--- config.mk ---
export PLATFORM = sky130hd
export DESIGN_NAME = mem_arbiter_flat
export DESIGN_NICKNAME = d
export VERILOG_FILES = /design/src/rtl/mem_arbiter_if.sv /design/src/rtl/mem_arbiter.sv /design/src/flat_wrapper.sv
export SDC_FILE = /design/constraint.sdc
export NUM_CORES = 1
export LEC_CHECK = 0
export CAP_MARGIN = 20
export CORE_MARGIN = 4
export CORE_UTILIZATION = 37
export DETAILED_ROUTE_END_ITERATION = 16
export GPL_TIMING_DRIVEN = 0
export PLACE_DENSITY_LB_ADDON = 0.2
export SYNTH_ARGS = -nofsm -noshare
export SYNTH_HDL_FRONTEND = slang
export SYNTH_SLANG_ARGS = --single-unit
--- constraint.sdc ---
create_clock -name clk -period 3.5 [get_ports clk]
set_clock_uncertainty 0.05 [all_clocks]
set_input_delay 0.7 -clock clk [delete_from_list [all_inputs] [get_ports clk]]
set_output_delay 0.7 -clock clk [all_outputs]
set_load 0.005 [all_outputs]
--- src/rtl/mem_arbiter_if.sv ---
// mem_arbiter_if: bundles the fetch port, the load/store port and the
// single-port memory bus that mem_arbiter sits between.
//
// Handshake rule (both request and response channels): a transfer happens
// on a rising clock edge where valid && ready are both high. A producer
// holds valid and its payload stable until that edge; ready may depend
// combinationally on valid.
//
// Modports:
//   slave  - the arbiter: takes requests and memory read data, drives
//            ready, responses and the memory control/write bus.
//   master - the core and memory side: drives requests, response ready
//            and memory read data.
interface mem_arbiter_if;
  // instruction-fetch port
  logic        if_req_valid;
  logic        if_req_ready;
  logic [31:0] if_addr;
  logic        if_rsp_valid;
  logic        if_rsp_ready;
  logic [31:0] if_rsp_rdata;
  logic        if_rsp_err;
  // load/store port
  logic        d_req_valid;
  logic        d_req_ready;
  logic [31:0] d_addr;
  logic        d_we;
  logic [31:0] d_wdata;
  logic [3:0]  d_be;
  logic        d_rsp_valid;
  logic        d_rsp_ready;
  logic [31:0] d_rsp_rdata;
  logic        d_rsp_err;
  // memory bus (combinational read, synchronous write)
  logic [31:0] mem_address;
  logic [31:0] mem_write_data;
  logic [3:0]  mem_byte_en;
  logic        mem_w_en;
  logic [31:0] mem_read_data;

  modport slave (
    input  if_req_valid, if_addr, if_rsp_ready,
    input  d_req_valid, d_addr, d_we, d_wdata, d_be, d_rsp_ready,
    input  mem_read_data,
    output if_req_ready, if_rsp_valid, if_rsp_rdata, if_rsp_err,
    output d_req_ready, d_rsp_valid, d_rsp_rdata, d_rsp_err,
    output mem_address, mem_write_data, mem_byte_en, mem_w_en
  );

  modport master (
    output if_req_valid, if_addr, if_rsp_ready,
    output d_req_valid, d_addr, d_we, d_wdata, d_be, d_rsp_ready,
    output mem_read_data,
    input  if_req_ready, if_rsp_valid, if_rsp_rdata, if_rsp_err,
    input  d_req_ready, d_rsp_valid, d_rsp_rdata, d_rsp_err,
    input  mem_address, mem_write_data, mem_byte_en, mem_w_en
  );
endinterface

--- src/rtl/mem_arbiter.sv ---
// mem_arbiter: round-robin arbiter sharing one combinational-read,
// synchronous-write word memory between an instruction-fetch port and a
// load/store port. One outstanding request per port; responses are
// registered and visible the cycle after the grant. Misaligned accesses
// return err=1, rdata=0 and never assert the memory write enable.
//
// Ports:
//   clk    - rising-edge clock
//   rst_n  - asynchronous active-low reset
//   bus    - mem_arbiter_if.slave: fetch port, data port, memory bus
// Parameter:
//   WORDS  - depth of the attached memory (informational; addresses are
//            passed through unmasked)
module mem_arbiter #(
  parameter int WORDS = 64
) (
  input logic          clk,
  input logic          rst_n,
  mem_arbiter_if.slave bus
);

  // prio: 0 = fetch wins a tie, 1 = data wins a tie
  logic prio;

  logic if_avail;
  logic d_avail;
  logic if_elig;
  logic d_elig;
  logic grant_if;
  logic grant_d;
  logic if_mis;
  logic d_mis;

  // A port may take a new request when its response slot is empty or is
  // being drained this very cycle. Grants are gated with rst_n so that
  // nothing is accepted or written while reset is asserted.
  always_comb begin
    if_avail = !bus.if_rsp_valid || bus.if_rsp_ready;
    d_avail  = !bus.d_rsp_valid  || bus.d_rsp_ready;
    if_elig  = bus.if_req_valid && if_avail;
    d_elig   = bus.d_req_valid  && d_avail;
    grant_if = rst_n && if_elig && (!d_elig || !prio);
    grant_d  = rst_n && d_elig  && (!if_elig || prio);
    if_mis   = (bus.if_addr[1:0] != 2'b00);
    d_mis    = (bus.d_addr[1:0]  != 2'b00);
  end

  always_comb begin
    bus.if_req_ready = grant_if;
    bus.d_req_ready  = grant_d;
  end

  // Memory drive: the fetch address is presented whenever data is not
  // granted, so fetch reads need no extra muxing. Only an aligned, granted
  // store raises the write enable.
  always_comb begin
    bus.mem_address    = bus.if_addr;
    bus.mem_write_data = bus.d_wdata;
    bus.mem_byte_en    = 4'h0;
    bus.mem_w_en       = 1'b0;
    if (grant_d) begin
      bus.mem_address = bus.d_addr;
      bus.mem_byte_en = bus.d_be;
      bus.mem_w_en    = bus.d_we && !d_mis;
    end
  end

  // Priority flips to the port that lost (or was not granted).
  always_ff @(posedge clk or negedge rst_n) begin
    if (!rst_n) begin
      prio <= 1'b0;
    end else if (grant_if) begin
      prio <= 1'b1;
    end else if (grant_d) begin
      prio <= 1'b0;
    end
  end

  // Fetch response register: a grant reloads it even when the old
  // response is draining in the same cycle.
  always_ff @(posedge clk or negedge rst_n) begin
    if (!rst_n) begin
      bus.if_rsp_valid <= 1'b0;
      bus.if_rsp_rdata <= 32'h0;
      bus.if_rsp_err   <= 1'b0;
    end else if (grant_if) begin
      bus.if_rsp_valid <= 1'b1;
      bus.if_rsp_rdata <= if_mis ? 32'h0 : bus.mem_read_data;
      bus.if_rsp_err   <= if_mis;
    end else if (bus.if_rsp_valid && bus.if_rsp_ready) begin
      bus.if_rsp_valid <= 1'b0;
    end
  end

  // Data response register: stores and misaligned accesses return zero.
  always_ff @(posedge clk or negedge rst_n) begin
    if (!rst_n) begin
      bus.d_rsp_valid <= 1'b0;
      bus.d_rsp_rdata <= 32'h0;
      bus.d_rsp_err   <= 1'b0;
    end else if (grant_d) begin
      bus.d_rsp_valid <= 1'b1;
      bus.d_rsp_rdata <= (d_mis || bus.d_we) ? 32'h0 : bus.mem_read_data;
      bus.d_rsp_err   <= d_mis;
    end else if (bus.d_rsp_valid && bus.d_rsp_ready) begin
      bus.d_rsp_valid <= 1'b0;
    end
  end

endmodule

--- src/flat_wrapper.sv ---
// flat-port wrapper written by rule: the top's interface ports become plain ports
module mem_arbiter_flat 
#(
  parameter int WORDS = 64
)
  (clk, rst_n, bus_if_req_valid, bus_if_addr, bus_if_rsp_ready, bus_d_req_valid, bus_d_addr, bus_d_we, bus_d_wdata, bus_d_be, bus_d_rsp_ready, bus_mem_read_data, bus_if_req_ready, bus_if_rsp_valid, bus_if_rsp_rdata, bus_if_rsp_err, bus_d_req_ready, bus_d_rsp_valid, bus_d_rsp_rdata, bus_d_rsp_err, bus_mem_address, bus_mem_write_data, bus_mem_byte_en, bus_mem_w_en);
  mem_arbiter_if bus_i ();
  input logic clk;
  input logic rst_n;
  input wire logic [$bits(bus_i.if_req_valid)-1:0] bus_if_req_valid;
  input wire logic [$bits(bus_i.if_addr)-1:0] bus_if_addr;
  input wire logic [$bits(bus_i.if_rsp_ready)-1:0] bus_if_rsp_ready;
  input wire logic [$bits(bus_i.d_req_valid)-1:0] bus_d_req_valid;
  input wire logic [$bits(bus_i.d_addr)-1:0] bus_d_addr;
  input wire logic [$bits(bus_i.d_we)-1:0] bus_d_we;
  input wire logic [$bits(bus_i.d_wdata)-1:0] bus_d_wdata;
  input wire logic [$bits(bus_i.d_be)-1:0] bus_d_be;
  input wire logic [$bits(bus_i.d_rsp_ready)-1:0] bus_d_rsp_ready;
  input wire logic [$bits(bus_i.mem_read_data)-1:0] bus_mem_read_data;
  output wire logic [$bits(bus_i.if_req_ready)-1:0] bus_if_req_ready;
  output wire logic [$bits(bus_i.if_rsp_valid)-1:0] bus_if_rsp_valid;
  output wire logic [$bits(bus_i.if_rsp_rdata)-1:0] bus_if_rsp_rdata;
  output wire logic [$bits(bus_i.if_rsp_err)-1:0] bus_if_rsp_err;
  output wire logic [$bits(bus_i.d_req_ready)-1:0] bus_d_req_ready;
  output wire logic [$bits(bus_i.d_rsp_valid)-1:0] bus_d_rsp_valid;
  output wire logic [$bits(bus_i.d_rsp_rdata)-1:0] bus_d_rsp_rdata;
  output wire logic [$bits(bus_i.d_rsp_err)-1:0] bus_d_rsp_err;
  output wire logic [$bits(bus_i.mem_address)-1:0] bus_mem_address;
  output wire logic [$bits(bus_i.mem_write_data)-1:0] bus_mem_write_data;
  output wire logic [$bits(bus_i.mem_byte_en)-1:0] bus_mem_byte_en;
  output wire logic [$bits(bus_i.mem_w_en)-1:0] bus_mem_w_en;
  assign bus_i.if_req_valid = bus_if_req_valid;
  assign bus_i.if_addr = bus_if_addr;
  assign bus_i.if_rsp_ready = bus_if_rsp_ready;
  assign bus_i.d_req_valid = bus_d_req_valid;
  assign bus_i.d_addr = bus_d_addr;
  assign bus_i.d_we = bus_d_we;
  assign bus_i.d_wdata = bus_d_wdata;
  assign bus_i.d_be = bus_d_be;
  assign bus_i.d_rsp_ready = bus_d_rsp_ready;
  assign bus_i.mem_read_data = bus_mem_read_data;
  assign bus_if_req_ready = bus_i.if_req_ready;
  assign bus_if_rsp_valid = bus_i.if_rsp_valid;
  assign bus_if_rsp_rdata = bus_i.if_rsp_rdata;
  assign bus_if_rsp_err = bus_i.if_rsp_err;
  assign bus_d_req_ready = bus_i.d_req_ready;
  assign bus_d_rsp_valid = bus_i.d_rsp_valid;
  assign bus_d_rsp_rdata = bus_i.d_rsp_rdata;
  assign bus_d_rsp_err = bus_i.d_rsp_err;
  assign bus_mem_address = bus_i.mem_address;
  assign bus_mem_write_data = bus_i.mem_write_data;
  assign bus_mem_byte_en = bus_i.mem_byte_en;
  assign bus_mem_w_en = bus_i.mem_w_en;
  mem_arbiter #(.WORDS(WORDS)) u_core (.clk(clk), .rst_n(rst_n), .bus(bus_i));
endmodule
==> flow_summary.ini <==
[status]
run_status = finished, final reports clean

[pwr]
power.share.sequential_pct = 38.8
p_comb_share_pct = 31.1
p_leak_uw = 0.00279
p_int_uw = 1810
power.total_uw = 2440
ir_drop_mv = 0.258
swShare_pct = 25.7
p_switching_uw = 625
pwr-share-clk_pct = 30.1
power.density_nw_per_um2 = 367

[global_routing]
gr-usage-all-layers_pct = 20.1
grt_overflow = 0
grt_max_degree = 72
grt_pass1_wl_microns = 18300
antenna_found_initial = 0
grt_pass1_vias = 3472

[job]
maxCapViolCount = 0

[min_path]
hp-class = primary input to asynchronous set/reset pin

[floorplan]
rows = 36
start_util_pct = 38.3
dieArea_sq_um = 11800
coreArea_sq_um = 9820
fp.dieH_microns = 109
die_x_microns = 109
ios = 278

[setup_path]
worst_setup_path_start_kind = primary input
setup.worst_path.class = primary input to primary output
crit_top_cell = clkdlybuf4s50_1
critPathMaxFanout = 10
cp_data_arrival_time_ns = 2.67
slowest_delay_ns = 0.47
cp.required_ns = 2.75
end_kind = primary output
path_cells = clkdlybuf4s50_1, nand2b_2, a211oi_2, buf_6, buf_8, mux2_1, clkdlybuf4s50_1
slowest_stage = clkdlybuf4s50_1

[synthesis]
synthAdderAreaFrac_pct = 0
syn-num-nets = 506
yosys.area_share.xor_xnor_pct = 0
ys_warn_count = 0
postSynthCellCount = 367
ys_ff_latch = 69
syn_area_sq_um = 3760
synthSimpleGateAreaFrac_pct = 8.99
synthMuxAreaShare_pct = 27.2
synth-compound-area-share_pct = 0.799
ys_seq_area_share_pct = 46.0
synth_cell_types = 23
synth_top_family_by_area = multiplexers
yosysTopAreaCellShare_pct = 46.0
yosysTopAreaCell = dfrtp_1
synth.area.top_cells = dfrtp_1, mux2i_1, mux2_1
synth.avg_cell_area_sq_um = 10.2

[finish]
fin_nets = 765
syn2layout_area_growth_pct = 76.6
final_core_util_pct = 67.6
n_antenna_cell = 0
drive_gt1_share_pct = 11.6
fillers = 831
area.sequential_sq_um = 1730
multi_input_area_sq_um = 1390

[placed_design]
gp_congestion = 0.787
place_hpwl_microns = 10100
port_buffers = 245
pre_cts_ws_ns = -0.338

[detailed_routing]
wl_per_cell_microns = 16.2
routed_via_density = 4.36
dr.pass1.iters = 4
drtIter0Drc = 69
vias = 3334
wirelength_microns = 12300
drc_errors = 0
drtAntennaViolNets = 0

[timing]
fin_ws_ns = 0.0829
relSlewSlack_pct = 65.2
drv_slew = 0
worst_hold_slack_ns = 0.190
min_period_ns = 3.42
post-route-period-util_pct = 97.6
finalHoldViolCount = 0
fmax_mhz = 293
final.setup.tns_ns = 0
worstMarginPinSlew_ns = 0.520
setup-violations-final = 0

[cts]
cts_buffer_depth = 2
numCtsBuffers = 9
cts_tree = built
clock-sinks = 69
root_buffer = clkbuf_8
cts.clk_slew.worst_paths_ns = 0.08
worst_skew_pair.late_latency_ns = 0.34
postCtsHoldBufs = 0
ctsHtreeMaxLevel = 3
-- worst max-delay path, delay by kind of cell --
kind	cells	cell delay [ns]
compound gates	1	0.21
simple gates	1	0.21
buf+inv	4	1.17
mux	1	0.37
-- metal layers --
layer	up-vias	share of wire (%)	track usage [%]
met4	0	1.4	5.32
met3	12	9.9	7.70
met5	-	0	0
met1	1561	37	22.0
li1	1623	-	-
met2	138	52	36.2
-- metrics by stage --
step                      instances  area (sq um)
after floorplan                 367          3760
after global placement          745          6370
after detailed placement        745          6370
after CTS                       764          6630
after global routing            764          6640
final                           764          6640
-- synth_stat cells --
cell type  count
nand2_1       68
mux2_1        30
buf_8          3
nor2b_1        1
mux2_2         2
buf_4         35
buf_6          5
or2_2          1
buf_2          2
inv_1         66
a211oi_2       1
o21ai_0        1
nor2_1         2
nor3_2         1
dfrtp_1       69
o211ai_2       1
clkbuf_1       4
and3_1         1
and2_1         5
inv_2          1
mux2i_1       66
nor2b_2        1
nand2b_1       1
-- path summary, 6_finish.rpt --
| path | start | end | slack (ns) | depth (start not counted) |
|---|---|---|---|---|
| max in group asynchronous | rst_n | u_core.bus.if_rsp_rdata[23]$_DFFE_PN0P_ | 2.90 | 1 |
| min | rst_n | u_core.bus.d_rsp_rdata[20]$_DFFE_PN0P_ | 0.19 | 1 |
| min reg2reg | u_core.bus.d_rsp_rdata[6]$_DFFE_PN0P_ | u_core.bus.d_rsp_rdata[6]$_DFFE_PN0P_ | 0.47 | 2 |
| max reg2reg | u_core.bus.d_rsp_valid$_DFFE_PN0P_ | u_core.bus.d_rsp_rdata[8]$_DFFE_PN0P_ | 1.81 | 7 |
| max | bus_if_rsp_ready | bus_mem_address[9] | 0.08 | 7 |
| min in group clk | u_core.bus.d_rsp_rdata[6]$_DFFE_PN0P_ | u_core.bus.d_rsp_rdata[6]$_DFFE_PN0P_ | 0.47 | 2 |
-- power groups by stage --
stage	logic [uW]	clock network (uW)	registers (uW)
after CTS	772	747	947
after global routing	819	788	960
after floorplan	247	0	966
after detailed placement	763	0	961
final	758	734	946
after global placement	751	0	958
-- flip-flops by register name, summed over array words and instances, names as in the netlist --
register	flops
u_core.bus.d_rsp_err	1
u_core.bus.d_rsp_rdata	32
u_core.bus.d_rsp_valid	1
u_core.bus.if_rsp_err	1
u_core.bus.if_rsp_rdata	32
u_core.bus.if_rsp_valid	1
u_core.prio	1
-- final cells by class --
class	count	area share, %
repair buffers	248	37.5
well taps	133	2.51
inverters	67	3.79
flip-flops and latches	69	26.0
multi-input cells	182	21.0
plain buffers	49	5.86
clock buffers	11	2.13
clock inverters	5	1.26
-- layout by cell type, fill, tap and decap left out, drive strengths merged --
cell type,n
o211ai,1
clkinv,1
dfrtp,69
nor2,2
and2,5
clkinvlp,2
o21ai,1
or2,1
mux2,32
buf,49
nor3,1
bufinv,2
mux2i,66
and3,1
nor2b,2
nand2,68
clkdlybuf4s50,244
nand2b,1
inv,67
a211oi,1
clkbuf,15
-- cells by family (layout without fill, tap and decap cells) --
family	count (synthesis)	after routing
AND/OR/NAND/NOR	81	81
flip-flops	69	69
AO/OA/AOI/OAI	3	3
multiplexers	98	98
buffers and inverters	116	380
-- timing repair --
| action | CTS | global route |
|---|---|---|
| gates resized for setup | 2 | 2 |
| cloned | 0 | 0 |
| buffers inserted | 3 | 0 |
| setup endpoints to repair | 39 | 31 |
| endpoints found under the hold margin | 0 | 0 |
(Power assumes the default switching activity.)
